File: src/rtl/mul_sched_pkg.sv
// Shared encodings for the multiplier scheduler: op codes, FSM states, datapath width.
package mul_sched_pkg;
  localparam int XLEN = 32;

  typedef enum logic [1:0] {
    OP_MUL    = 2'b00,
    OP_MULH   = 2'b01,
    OP_MULHSU = 2'b10,
    OP_MULHU  = 2'b11
  } mul_op_e;

  typedef enum logic [2:0] {
    S_IDLE = 3'd0,
    S_CLR  = 3'd1,
    S_GO   = 3'd2,
    S_WAIT = 3'd3,
    S_FIX  = 3'd4,
    S_RESP = 3'd5
  } state_e;
endpackage

File: src/rtl/mul_fixup.sv
// Turns the signed x signed product words into the MUL/MULH/MULHSU/MULHU result.
module mul_fixup
  import mul_sched_pkg::*;
(
  input  mul_op_e         op,
  input  logic [XLEN-1:0] a,
  input  logic [XLEN-1:0] b,
  input  logic [XLEN-1:0] hi,
  input  logic [XLEN-1:0] lo,
  output logic [XLEN-1:0] res
);
  logic [XLEN-1:0] adj_a, adj_b;

  // An operand read as unsigned gains 2^32 when its sign bit is set,
  // which adds the other operand into the high word.
  always_comb begin
    adj_a = b[XLEN-1] ? a : '0;
    adj_b = a[XLEN-1] ? b : '0;
    case (op)
      OP_MUL:    res = lo;
      OP_MULH:   res = hi;
      OP_MULHSU: res = hi + adj_a;
      default:   res = hi + adj_a + adj_b;
    endcase
  end
endmodule

File: src/rtl/mul_sched.sv
// Round-robin scheduler sharing one iterative Booth multiplier between two requesters.
// Optional result reuse cache enabled by defining MUL_SCHED_REUSE_EN.
module mul_sched #(
  parameter int WAIT_MAX = 40,
  parameter int XLEN     = 32
) (
  input  logic              iClk,
  input  logic              iReset,
  input  logic [1:0]        iReqValid,
  output logic [1:0]        oReqReady,
  input  logic [3:0]        iReqOp,
  input  logic [2*XLEN-1:0] iReqA,
  input  logic [2*XLEN-1:0] iReqB,
  output logic [1:0]        oRspValid,
  input  logic [1:0]        iRspReady,
  output logic [XLEN-1:0]   oRspData,
  output logic              oTimeout,
  output logic              oBusy,
  output logic              oMulReset_b,
  output logic              oMulGo,
  output logic [XLEN-1:0]   oMand,
  output logic [XLEN-1:0]   oMer,
  input  logic              iMulDone,
  input  logic [XLEN-1:0]   iMulHi,
  input  logic [XLEN-1:0]   iMulLo
);
  import mul_sched_pkg::*;

  localparam int CW = $clog2(WAIT_MAX + 1);

  state_e          state_q, state_d;
  mul_op_e         op_q, op_d;
  logic            last_q, last_d, gnt_q, gnt_d, tmo_q, tmo_d;
  logic            gnt_c, hit;
  logic [XLEN-1:0] a_q, a_d, b_q, b_d, rsp_q, rsp_d;
  logic [XLEN-1:0] req_a, req_b, hi_src, lo_src, fix_res;
  logic [CW-1:0]   cnt_q, cnt_d;

  assign gnt_c = (&iReqValid) ? ~last_q : iReqValid[1];
  assign req_a = gnt_c ? iReqA[2*XLEN-1:XLEN] : iReqA[XLEN-1:0];
  assign req_b = gnt_c ? iReqB[2*XLEN-1:XLEN] : iReqB[XLEN-1:0];

`ifdef MUL_SCHED_REUSE_EN
  logic [XLEN-1:0] ca_q, ca_d, cb_q, cb_d, ch_q, ch_d, cl_q, cl_d;
  logic            cv_q, cv_d;
  assign hit    = cv_q && (req_a == ca_q) && (req_b == cb_q);
  assign hi_src = ch_q;
  assign lo_src = cl_q;
`else
  assign hit    = 1'b0;
  assign hi_src = iMulHi;
  assign lo_src = iMulLo;
`endif

  mul_fixup u_fixup (
    .op (op_q),
    .a  (a_q),
    .b  (b_q),
    .hi (hi_src),
    .lo (lo_src),
    .res(fix_res)
  );

  always_comb begin
    state_d     = state_q;
    op_d        = op_q;
    last_d      = last_q;
    gnt_d       = gnt_q;
    a_d         = a_q;
    b_d         = b_q;
    rsp_d       = rsp_q;
    cnt_d       = cnt_q;
    tmo_d       = 1'b0;
    oReqReady   = 2'b00;
    oMulGo      = 1'b0;
    oMulReset_b = 1'b1;
`ifdef MUL_SCHED_REUSE_EN
    ca_d = ca_q;
    cb_d = cb_q;
    ch_d = ch_q;
    cl_d = cl_q;
    cv_d = cv_q;
`endif
    case (state_q)
      S_IDLE: begin
        oMulReset_b = 1'b0;
        if (|iReqValid) begin
          oReqReady = gnt_c ? 2'b10 : 2'b01;
          op_d      = mul_op_e'(iReqOp[2*gnt_c +: 2]);
          a_d       = req_a;
          b_d       = req_b;
          gnt_d     = gnt_c;
          last_d    = gnt_c;
          state_d   = hit ? S_FIX : S_CLR;
        end
      end
      // The multiplier's done flag is sticky, so every op starts from a clear.
      S_CLR: begin
        oMulReset_b = 1'b0;
        state_d     = S_GO;
      end
      S_GO: begin
        oMulGo  = 1'b1;
        cnt_d   = '0;
        state_d = S_WAIT;
      end
      S_WAIT: begin
        if (iMulDone) begin
          state_d = S_FIX;
`ifdef MUL_SCHED_REUSE_EN
          ca_d = a_q;
          cb_d = b_q;
          ch_d = iMulHi;
          cl_d = iMulLo;
          cv_d = 1'b1;
`endif
        end else if (cnt_q == CW'(WAIT_MAX - 1)) begin
          rsp_d   = '0;
          tmo_d   = 1'b1;
          state_d = S_RESP;
`ifdef MUL_SCHED_REUSE_EN
          cv_d = 1'b0;
`endif
        end else begin
          cnt_d = cnt_q + CW'(1);
        end
      end
      S_FIX: begin
        rsp_d   = fix_res;
        state_d = S_RESP;
      end
      S_RESP: begin
        if (iRspReady[gnt_q]) state_d = S_IDLE;
      end
      default: state_d = S_IDLE;
    endcase
  end

  always_ff @(posedge iClk) begin
    if (iReset) begin
      state_q <= S_IDLE;
      op_q    <= OP_MUL;
      last_q  <= 1'b1;
      gnt_q   <= 1'b0;
      a_q     <= '0;
      b_q     <= '0;
      rsp_q   <= '0;
      cnt_q   <= '0;
      tmo_q   <= 1'b0;
    end else begin
      state_q <= state_d;
      op_q    <= op_d;
      last_q  <= last_d;
      gnt_q   <= gnt_d;
      a_q     <= a_d;
      b_q     <= b_d;
      rsp_q   <= rsp_d;
      cnt_q   <= cnt_d;
      tmo_q   <= tmo_d;
    end
  end

`ifdef MUL_SCHED_REUSE_EN
  always_ff @(posedge iClk) begin
    if (iReset) begin
      ca_q <= '0;
      cb_q <= '0;
      ch_q <= '0;
      cl_q <= '0;
      cv_q <= 1'b0;
    end else begin
      ca_q <= ca_d;
      cb_q <= cb_d;
      ch_q <= ch_d;
      cl_q <= cl_d;
      cv_q <= cv_d;
    end
  end
`endif

  assign oRspValid = (state_q == S_RESP) ? (gnt_q ? 2'b10 : 2'b01) : 2'b00;
  assign oRspData  = rsp_q;
  assign oTimeout  = tmo_q;
  assign oBusy     = (state_q != S_IDLE);
  assign oMand     = a_q;
  assign oMer      = b_q;
endmodule

File: config.mk
export PLATFORM = sky130hd
export DESIGN_NAME = mul_sched
export DESIGN_NICKNAME = d
export VERILOG_FILES = /design/src/rtl/mul_sched_pkg.sv /design/src/rtl/mul_fixup.sv /design/src/rtl/mul_sched.sv
export SDC_FILE = /design/constraint.sdc
export NUM_CORES = 1
export LEC_CHECK = 0
export ABC_AREA = 1
export BUFFER_PORTS_ARGS = -buffer_cell sky130_fd_sc_hd__buf_2
export CORE_MARGIN = 10
export CORE_UTILIZATION = 57
export DETAILED_ROUTE_END_ITERATION = 10
export HOLD_SLACK_MARGIN = 0.08
export MAX_ROUTING_LAYER = met4
export PLACE_DENSITY = 0.95
export RECOVER_POWER = 25
export SLEW_MARGIN = 20
export SYNTH_ARGS = -nofsm -noshare
export SYNTH_HDL_FRONTEND = slang
export SYNTH_SLANG_ARGS = --single-unit
File: constraint.sdc
create_clock -name iClk -period 7.1 [get_ports iClk]
set_input_delay 0.355 -clock iClk [delete_from_list [all_inputs] [get_ports iClk]]
set_output_delay 0.355 -clock iClk [all_outputs]
set_load 0.02 [all_outputs]
* After elaboration in Yosys (flattened, before gate mapping)
Cells that the tools add are included.
** Storage, ports and cells
- Bits in registers :: 110
- Input port bits :: 203
- Output and inout port bits :: 104
** Operators by class
- Add/subtract/negate cells :: 3
- Magnitude comparators :: 1
- Eq/ne operators :: 14
- Shift-type cells :: 1
- Multiplexer cells :: 27
- Bitwise gates (word level) :: 2
- Reduce and logical (&&, ||, !) cells :: 13
** Operators with widths (count)
- 2-to-1 mux 32 bit :: 6
- case mux 32 bit (3 select lines) :: 1
- adder 32 bit :: 2
- case mux 32 bit (2 select lines) :: 1
- case mux 3 bit (6 select lines) :: 1
- 2-to-1 mux 3 bit :: 4
- 2-to-1 mux 6 bit :: 2
- case mux 6 bit (2 select lines) :: 1
- 2-to-1 mux 2 bit :: 5
- inequality test 2 bit, second input constant :: 5
- AND reduction 3 bit :: 3
- adder 6 x 1 -> 6 bit, second input constant :: 1
- equality test 3 x 2 -> 1 bit, second input constant :: 2
- equality test 3 bit, second input constant :: 2
- equality test 6 bit, second input constant :: 1
- 2-to-1 mux 1 bit :: 6
- AND reduction 2 bit :: 2
- nonzero test 2 bit :: 2
- OR reduction 2 bit :: 2
- variable part select 4 x 3 -> 2 bit :: 1
- equality test 3 x 1 -> 1 bit, second input constant :: 1
- zero test 3 bit :: 1
- inequality test 3 bit, second input constant :: 1
- nonzero test 3 bit :: 1
- 6 further kinds :: 7

* Depth between registers and ports, before layout
Gate-level depths: netlist of the first run.
- Depth in word-level cells :: 5
- Mapped depth :: 31
- Gate-level depth less buffers :: 29

* By module
A second synthesis of the first run with hierarchy kept.
** Second synthesis, totals
- Cells, all modules :: 1706
- Area, all modules :: 10218.6 µm²
** By module, submodules not included
- mul_fixup :: times used 1, cells each 1027, area each 5315.1 µm², sequential area each 0.0 µm²
- mul_sched :: times used 1, cells each 679, area each 4903.5 µm², sequential area each 2202.1 µm²

* Least setup slack after synthesis of the first run
No wires, ideal clock.
- Kind :: flip-flop to flip-flop
- Start point :: register b_q[31], in the netlist oMer[31]
- End point :: register rsp_q[31], in the netlist oRspData[31]
- Library setup time :: 0.138 ns
- Arrival time :: 3.639 ns
- Data required time :: 6.962 ns
- Path slack :: 3.323 ns
- Cell stages (with the launch flop) :: 25
- Buffers on the path :: 2
- Path through :: dfxtp_1 -> clkbuf_1 -> clkbuf_1 -> nand2_1 -> inv_1 -> ha_1 -> nand2_2 -> inv_2 -> nand2_2 -> inv_1 -> a21oi_2 -> nand3_2 -> a21oi_1 -> o21ai_1 -> xor2_1 -> ha_1 -> nand2_1 -> nor2_1 -> inv_1 -> nor4_1 -> nand4_1 -> nand4_1 -> nand3_1 -> nand2_1 -> a21oi_1
** On the way
- Cells in the longest elaborated chain, start to end :: 5
** Ends and longest elaborated chain
- start: declaration :: line mul_sched.sv:35 : logic [XLEN-1:0] a_q, a_d, b_q, b_d, rsp_q, rsp_d;
- start signal: assignment :: line mul_sched.sv:146 : b_q <= '0;
- start signal: assignment :: line mul_sched.sv:156 : b_q <= b_d;
- 2-to-1 mux 32 bit :: line mul_fixup.sv:17 : adj_a = b[XLEN-1] ? a : '0;
- adder 32 bit :: line mul_fixup.sv:22, mul_fixup.sv:23
- adder 32 bit :: line mul_fixup.sv:23 : default: res = hi + adj_a + adj_b;
- case mux 32 bit (3 select lines) * :: line mul_fixup.sv:19 : case (op)
- case mux 32 bit (2 select lines) * :: line mul_sched.sv:84 : case (state_q)
- end signal: assignment :: line mul_sched.sv:157 : rsp_q <= rsp_d;
- end: declaration :: line mul_sched.sv:35
Every way passes the cells marked *; elsewhere a longest branch is shown, timed or not.
A chain may end at the register's enable or synchronous reset.

* Final worst setup path of the first run
Ends and elaborated chain as after synthesis.

==> results.md, run 1 <==
- Tightest Pin Transition: 0.8192 ns
- Post-detail-place hpwl: 31.24 mm
- Leak Pwr: 6.273 nW
- Initial drt markers: 1368
- CTS Buf Count: 9
- Relative slew slack: 0.4533
- Post-synthesis simple-gate area fraction: 0.3419
- Grt ovf: 0
- Reg2reg setup slack: 2.73 ns
- Final cell count without fillers: 2121
- Wire length on met3: 4.376 mm
- Count of cell types in the netlist: 48
- Seq/Total Area, Yosys: 0.2260
- Finished Core Util: 0.7018
- Fmax achieved: 229.0 MHz
- First-pass GRT wire length: 58.86 mm
- Worst path cell trace: nand2_1 > inv_1 > ha_1 > fa_1 > nand3_1 > nand3_1 > nand2_1 > nand2_1 > nand2_1 > nand3_1 > nand3_1 > nand2_1 > a21oi_1 > xnor2_1 > ha_1 > a21oi_1 > o21bai_1 > a221oi_1 > nand3_1 > nand2_1 > nand3_1 > nand2_1 > a21oi_1
- Crit path largest cell delay: 0.52 ns
- Clock slew at reported path FFs: 0.09 ns
- Final setup viols: 0
- Adder-Cell Fraction of Synth Area: 0.08499
- Synth Area in XOR/XNOR: 0.02786
- Vias per inst: 5.715
- Row cnt: 47
- Final GP Congestion: 1.051
- Worst Hold Depth: 3
- Most used DFF post-synth: dfxtp_1
- Most used cell, CP: nand2_1
- Syn Nets: 1895
- Average size of a mapped cell: 5.990 sq um
- Comb pwr share: 0.592
- Part of the cycle the worst path needs: 0.6150
- DRT antenna net count: 0
- Post-Route WL: 38.56 mm
- CP max stage cell: dfxtp_2
- Clock Skews: 0.01525 ns
- Maximum buffer depth of the clock tree: 2
- Max-cap violations: 0
- Antenna violations before repair: 0
- Post-CTS Resized: 0
- Setup CP Type: flop to flop
- Max FO, Critical Path: 34
- Crit path arrival time: 4.59 ns
- Switch Pwr: 2.044 mW
- Type of the tightest min-delay check: input pin to flop
- Layout cell share with drive strength beyond 1: 0.1888
- Critical path endpoint category: flop
- Int Power: 1.767 mW
- FF+latch count, synth: 110
- Peak VDD IR: 0.3289 mV
- Fin crit period: 4.366 ns
- Nets: 2164
- TritonCTS clock tree: yes
- Core area: 16640 sq um
- Yosys warning total: 0
- PD cells: 326.3 nW/um^2
- Largest family of logic cells by synthesized area: simple AND/OR/NAND/NOR gates
- Cell area after synthesis: 9746 sq um
- Clk network pwr share: 0.145
- Most frequent cells in the layout: nand2_1 (512), buf_2 (253), inv_1 (210), a21oi_1 (193), dfxtp_1 (109)
- H-tree Lvls: 3
- Worst-case reg-to-reg path depth: 23
- Synth Instances: 1627
- IO buf count: 306
- Overall Global Routing Usage: 0.3331
- DIE AREA: 22730 sq um
- Wirelength per Cell: 18.18 um
- Uppermost layer routed: met4
- Worst-skew pair later-pin latency: 0.37 ns
- Commonest non-fill, non-tap cell in the layout: nand2_1
- Root Buffer: clkbuf_16
- Area Overhead vs Synth: 19.85%
- Final Hold Vio Count: 0
- Switching share of total power: 0.5363
- Setup TNS: 0 ns
- Dpl cell area: 11430 sq um
- Die span in x: 150.8 um
- RSZ-0062 raised after global routing: no
- Pins over their slew limit: 0
- Ant. Diodes: 0
- Reg power frac: 0.263
- Ports: 307
- Power consumption: 3.812 mW
- Placed instance count: 2105
- Wl on met1: 16.08 mm
- Initial core utilization: 0.5856
- Hold_buf cts: 0
- CP startpoint kind: flop
- Vias in the first global route: 11460
- Outcome: complete, no violations
- Share of flip-flops with an asynchronous set or reset: 0
- Largest net degree at the start of global routing: 70
- Num Clock Sinks: 110
- Final Cell Area: 11680 sq um
- Die H: 150.8 um
- Routed wl met2: 17.12 mm
- Compound-cell area share of the yosys netlist: 0.2111
- Detailed-route DRC error count: 0
- EDFF count, synth: 0
- Postcts setup bufs: 0
- CP required: 7.32 ns
- Mux cell area share after synthesis: 0
- First-pass DRT Iterations: 6
- Vias post-DR: 12120
## state kept, by name, summed over array words and instances (netlist names)
register	count
oRspData	32
cnt_q	6
last_q	1
oMand	32
oMer	32
op_q	2
gnt_q	1
oTimeout	1
state_q	3
## worst max-delay path: cells and delay by family, from the launching register on
kind	cells	cell delay, ns
XOR/XNOR	1	0.21
adder cells (fa/ha/maj)	3	1.06
flip-flops	1	0.52
AO/OA/AOI/OAI	5	0.91
AND/OR/NAND/NOR	13	1.46
buffers and inverters	1	0.05
## worst paths after layout
kind,from,end
worst max-delay path,oMer[31]$_SDFFE_PP0P_,oRspData[31]$_SDFFE_PP0P_
worst min-delay path,iReqB[63],oMer[31]$_SDFFE_PP0P_
worst max register to register,oMer[31]$_SDFFE_PP0P_,oRspData[31]$_SDFFE_PP0P_
worst min register to register,oRspData[10]$_SDFFE_PP0P_,oRspData[10]$_SDFFE_PP0P_
## layer usage
metal | vias up | track usage
li1 | 5858 | -
met1 | 5447 | 0.4424
met2 | 739 | 0.5057
met3 | 78 | 0.06423
met4 | 0 | 0.09143
met5 | - | -
## cells in the mapped netlist (14+ instances only)
library cell	count	area (sq um)
o21ai_0	80	400.4
dfxtp_1	110	2202
xor2_1	20	175.2
inv_1	210	788.3
nand3_1	97	485.5
ha_1	63	788.3
a21oi_1	194	970.9
nand2_1	512	1922
a31oi_1	37	231.5
nand2_2	18	112.6
clkbuf_1	55	206.5
nor2_1	76	285.3
nand4_1	14	87.58
## metrics by stage
| stage | setup WS [ns] | hold slack, ns |
|---|---|---|
| finish | 2.734 | 0.2294 |
| global route | 2.330 | 0.2295 |
| CTS | 2.487 | 0.2233 |
| detailed placement | 2.512 | 0.4518 |
| global placement | 2.596 | 0.4473 |
| floorplan | 3.323 | 0.4287 |
## cell type report
| cell class | instances | area, sq um |
|---|---|---|
| clock buffer | 9 | 225.2 |
| clock inverter | 7 | 87.58 |
| fill | 1544 | 4962 |
| inverter | 218 | 818.3 |
| multi-input combinational | 1237 | 6500 |
| sequential | 110 | 2203 |
| tap | 220 | 275.3 |
| timing repair buffer | 320 | 1570 |
## power by group through the flow
stage	registers, mW	clock network, mW	logic (mW)
after floorplan	1.13	0	1.35
after global placement	0.997	0	2.19
after detailed placement	1.00	0	2.22
after CTS	0.991	0.555	2.23
after global routing	1.02	0.579	2.46
final	1.00	0.553	2.26
## logic make-up (layout without fill, tap and decap cells)
kind of cell             Yosys count  in the layout
flip-flops                       110            110
AND/OR/NAND/NOR                  772            772
AO/OA/AOI/OAI                    369            369
XOR/XNOR                          31             31
buffers and inverters            280            554
adder cells (fa/ha/maj)           65             65
(Power assumes the default switching activity.)
==> inputs of run 2 (changes only) <==
--- a/config.mk
+++ b/config.mk
@@ -5,14 +5,14 @@
 export SDC_FILE = /design/constraint.sdc
 export NUM_CORES = 1
 export LEC_CHECK = 0
-export ABC_AREA = 1
+export ABC_AREA = 0
 export BUFFER_PORTS_ARGS = -buffer_cell sky130_fd_sc_hd__buf_2
 export CORE_MARGIN = 10
-export CORE_UTILIZATION = 57
+export CORE_UTILIZATION = 46
 export DETAILED_ROUTE_END_ITERATION = 10
 export HOLD_SLACK_MARGIN = 0.08
 export MAX_ROUTING_LAYER = met4
-export PLACE_DENSITY = 0.95
+export PLACE_DENSITY = 0.87
 export RECOVER_POWER = 25
 export SLEW_MARGIN = 20
 export SYNTH_ARGS = -nofsm -noshare
==> constraint.sdc (replaced) <==
create_clock -name iClk -period 3.65 [get_ports iClk]
set_input_delay 0.1825 -clock iClk [delete_from_list [all_inputs] [get_ports iClk]]
set_output_delay 0.1825 -clock iClk [all_outputs]
set_load 0.02 [all_outputs]
==> run 2 against run 1 <==
Highest routed layer unchanged. The flow now finishes with violations (DRC, setup timing). Sequential power up 59%. Clock power is 90% higher. Power grew 43%. Global-route usage is 1.6 points higher. Sequential cell count is the same.
==> results.md, run 2 <==
- DIE AREA: 24460 sq um (was 22730 sq um)
- Largest net degree at the start of global routing: 70 (unchanged)
- Relative slew slack: 0.4524 (was 0.4533)
- CTS Buf Count: 9 (unchanged)
- Fillers: 1081 (was 1544)
- Yosys warning total: 0 (unchanged)
- Fmax achieved: 201.7 MHz (was 229.0 MHz)
- Cell with the most instances after synthesis: nor2_1 (was nand2_1)
- Synth top cells by count: nor2_1 (135), dfxtp_1 (110), a222oi_1 (66) (was nand2_1 (512), inv_1 (210), a21oi_1 (194))
- Post-detail-place hpwl: 28.89 mm (was 31.24 mm)
- Grt ovf: 0 (unchanged)
- IO buf count: 306 (unchanged)
- Max-cap violations: 0 (unchanged)
- First-pass DRT Iterations: 11 (was 6)
- Wl on met1: 15.95 mm (was 16.08 mm)
- Initial drt markers: 2151 (was 1368)
- Die span in x: 156.4 um (was 150.8 um)
- Post-Route WL: 47.38 mm (was 38.56 mm)
- Most used cell, CP: a21oi_2 (was nand2_1)
- Outcome: finished, violations left (was complete, no violations)
- Clock Skews: 0.01069 ns (was 0.01525 ns)
- Syn Nets: 1268 (was 1895)
- Pins over their slew limit: 0 (unchanged)
- Num Clock Sinks: 110 (unchanged)
- Seq/Total Area, Yosys: 0.2573 (was 0.2260)
- TritonCTS clock tree: yes (unchanged)
- Final worst slack: -1.308 ns (was 2.734 ns)
- Final setup viols: 26 (was 0)
- Wire length on met3: 5.588 mm (was 4.376 mm)
- H-tree Lvls: 3 (unchanged)
- Part of the cycle the worst path needs: 1.358 (was 0.6150)
- Clk network pwr share: 0.192 (was 0.145)
- Cell area after synthesis: 8557 sq um (was 9746 sq um)
- Count of cell types in the netlist: 69 (was 48)
- Buf/Inv on CP: 1 (unchanged)
- Power consumption: 5.463 mW (was 3.812 mW)
- Ports: 307 (unchanged)
- Most frequent cells in the layout: buf_2 (259), buf_4 (244), nor2_1 (131), dfxtp_1 (107), dlygate4sd3_1 (82) (was nand2_1 (512), buf_2 (253), inv_1 (210), a21oi_1 (193), dfxtp_1 (109))
- Antenna violations before repair: 5 (was 0)
- Setup CP Type: flop to flop (unchanged)
- Seq. cell area: 2211 sq um (was 2203 sq um)
- Commonest non-fill, non-tap cell in the layout: buf_2 (was nand2_1)
- Failing checks: DRC, setup timing
- Clock slew at reported path FFs: 0.08 ns (was 0.09 ns)
- Synth Instances: 1000 (was 1627)
- Worst-skew pair later-pin latency: 0.38 ns (was 0.37 ns)
- Type of the tightest min-delay check: input pin to flop (unchanged)
- EDFF count, synth: 0 (unchanged)
- CP max stage cell: mux4_2 (was dfxtp_2)
- FF+latch count, synth: 110 (unchanged)
- Reg power frac: 0.290 (was 0.263)
- PD cells: 387.6 nW/um^2 (was 326.3 nW/um^2)
- CP required: 3.93 ns (was 7.32 ns)
- Routed wl met2: 21.64 mm (was 17.12 mm)
- DRT antenna net count: 0 (unchanged)
- Die H: 156.4 um (was 150.8 um)
- Area Overhead vs Synth: 64.69% (was 19.85%)
- Finished Core Util: 0.7765 (was 0.7018)
- Detailed-route DRC error count: 20 (was 0)
- Switching share of total power: 0.4231 (was 0.5363)
- Vias per inst: 6.696 (was 5.715)
- Pre-CTS setup slack: -1.061 ns (was 2.512 ns)
- Nets: 1862 (was 2164)
- CP startpoint kind: flop (unchanged)
- Uppermost layer routed: met4 (unchanged)
- Peak VDD IR: 0.3390 mV (was 0.3289 mV)
- Core area: 18150 sq um (was 16640 sq um)
- Share of flip-flops with an asynchronous set or reset: 0 (unchanged)
- Int Power: 3.151 mW (was 1.767 mW)
- Worst path cell trace: buf_12 > and2_4 > ha_4 > a211o_1 > a21oi_2 > a21boi_2 > o21a_1 > o21ai_2 > nand2b_1 > a21oi_2 > xnor2_2 > ha_1 > and3_4 > and4_1 > nand3_2 > a21oi_4 > a31oi_4 > o31ai_2 > nand2_1 > xnor2_1 > mux4_2 > a22o_1 (was nand2_1 > inv_1 > ha_1 > fa_1 > nand3_1 > nand3_1 > nand2_1 > nand2_1 > nand2_1 > nand3_1 > nand3_1 > nand2_1 > a21oi_1 > xnor2_1 > ha_1 > a21oi_1 > o21bai_1 > a221oi_1 > nand3_1 > nand2_1 > nand3_1 > nand2_1 > a21oi_1)
- Max FO, Critical Path: 6 (was 34)
- Vias post-DR: 12270 (was 12120)
- Largest cells by area after synthesis: dfxtp_1 (26%), ha_1 (9.2%), a222oi_1 (7.7%), mux4_2 (6.6%), nor2_1 (5.9%) (was dfxtp_1 (23%), nand2_1 (20%), a21oi_1 (10%), ha_1 (8.1%), inv_1 (8.1%))
- Wirelength per Cell: 25.85 um (was 18.18 um)
- Fin crit period: 4.958 ns (was 4.366 ns)
- Layout cell share with drive strength beyond 1: 0.4415 (was 0.1888)
- Comb pwr share: 0.518 (was 0.592)
- First-pass GRT wire length: 66.30 mm (was 58.86 mm)
- Final GP Congestion: 1.020 (was 1.051)
- RSZ-0062 raised after global routing: yes (was no)
- Yosys top cell area share: 0.2573 (was 0.2260)
- Average size of a mapped cell: 8.557 sq um (was 5.990 sq um)
- Overall Global Routing Usage: 0.3495 (was 0.3331)
- Multi-input logic area: 6917 sq um (was 6500 sq um)
- Root Buffer: clkbuf_16 (unchanged)
- Crit path arrival time: 5.23 ns (was 4.59 ns)
- Initial core utilization: 0.4715 (was 0.5856)
- Switch Pwr: 2.311 mW (was 2.044 mW)
- Crit path largest cell delay: 0.48 ns (was 0.52 ns)
- Most used DFF post-synth: dfxtp_1 (unchanged)
- Leak Pwr: 6.691 nW (was 6.273 nW)
- Maximum buffer depth of the clock tree: 2 (unchanged)
- Cell accounting for the most synthesized area: dfxtp_1 (unchanged)
- Row cnt: 49 (was 47)
- Top Family by Delay on Critical Path: compound AO/OA/AOI/OAI gates (was simple AND/OR/NAND/NOR gates)
- Final Hold Vio Count: 0 (unchanged)
- Tightest Pin Transition: 0.8184 ns (was 0.8192 ns)
- Vias in the first global route: 12290 (was 11460)
- Critical path endpoint category: flop (unchanged)
## run 2: cell types whose count changed after synthesis, sizes merged, moves of 31 or more
cell	change
nand2	-479
inv	-193
a21oi	-140
nand3	-98
a222oi	+66
and2	+61
o21ai	-46
nor2	+42
a21o	+31
a31oi	-31
## run 2: worst register-to-register path: stages, from the launching register on
cell	delay [ns]
dfxtp_4	0.37
buf_12	0.14
and2_4	0.14
ha_4	0.23
a211o_1	0.28
a21oi_2	0.17
a21boi_2	0.09
o21a_1	0.22
o21ai_2	0.18
nand2b_1	0.12
a21oi_2	0.20
xnor2_2	0.10
ha_1	0.32
and3_4	0.19
and4_1	0.21
nand3_2	0.11
a21oi_4	0.23
a31oi_4	0.18
o31ai_2	0.36
nand2_1	0.16
xnor2_1	0.18
mux4_2	0.48
a22o_1	0.18
## run 2: area by class of cell
type,instances,area share
timing repair buffer,643,0.3039
tap,229,0.02033
inverter,22,0.005860
clock buffer,9,0.01598
clock inverter,7,0.005327
sequential,110,0.1569
multi-input combinational,808,0.4908
antenna,5,0.0008879
## run 2: power groups by stage
stage | Sequential, mW | Combinational [mW] | Clock (mW)
2_1_floorplan | 1.68 | 1.15 | 0
3_3_place_gp | 1.57 | 2.17 | 0
3_5_place_dp | 1.58 | 2.23 | 0
4_1_cts | 1.56 | 2.53 | 1.03
5_1_grt | 1.60 | 2.95 | 1.08
6_report | 1.59 | 2.83 | 1.05
## run 2: final timing paths
path	startpoint	endpoint	slack [ns]	cells after the start
max	oMer[31]$_SDFFE_PP0P_	oRspData[24]$_SDFFE_PP0P_	-1.31	22
min	iReqA[19]	oMand[19]$_SDFFE_PP0P_	0.07	3
max reg2reg	oMer[31]$_SDFFE_PP0P_	oRspData[24]$_SDFFE_PP0P_	-1.31	22
min reg2reg	oRspData[25]$_SDFFE_PP0P_	oRspData[25]$_SDFFE_PP0P_	0.48	2
## run 2: metrics by stage
stage	instances	cell area (sq um)	setup TNS, ns	hold slack (ns)
6_report	1833	14090	-21.35	0.07134
5_1_grt	1833	14090	-23.90	0.1035
4_1_cts	1812	13620	-16.31	0.08013
3_5_place_dp	1696	12050	-17.56	0.3932
3_3_place_gp	1696	12050	-14.89	0.3938
2_1_floorplan	1000	8740	-9.206	0.2588
## run 2: cell families after synthesis
logic type,after synthesis,share of synthesized area
and+or+nand+nor,332,0.1882
AOI/OAI and AO/OA,318,0.2775
muxes,33,0.07603
DFF,110,0.2573
buffers and inverters,82,0.03597
adders and majority gates,65,0.09680
xor gates and xnor gates,60,0.06814
## run 2: routing by layer
layer	vias up	global-route usage
li1	5023	-
met1	5629	0.3735
met2	1189	0.5727
met3	432	0.07922
met4	0	0.2346
met5	-	-
## run 2: repair_timing
action / in CTS / in global routing
hold buffers: 82 / 0
pin swaps: 40 / 76
gates resized for setup: 58 / 79
setup endpoints to repair: 25 / 26
endpoints found under the hold margin: 50 / 0
setup buffers: 18 / 19
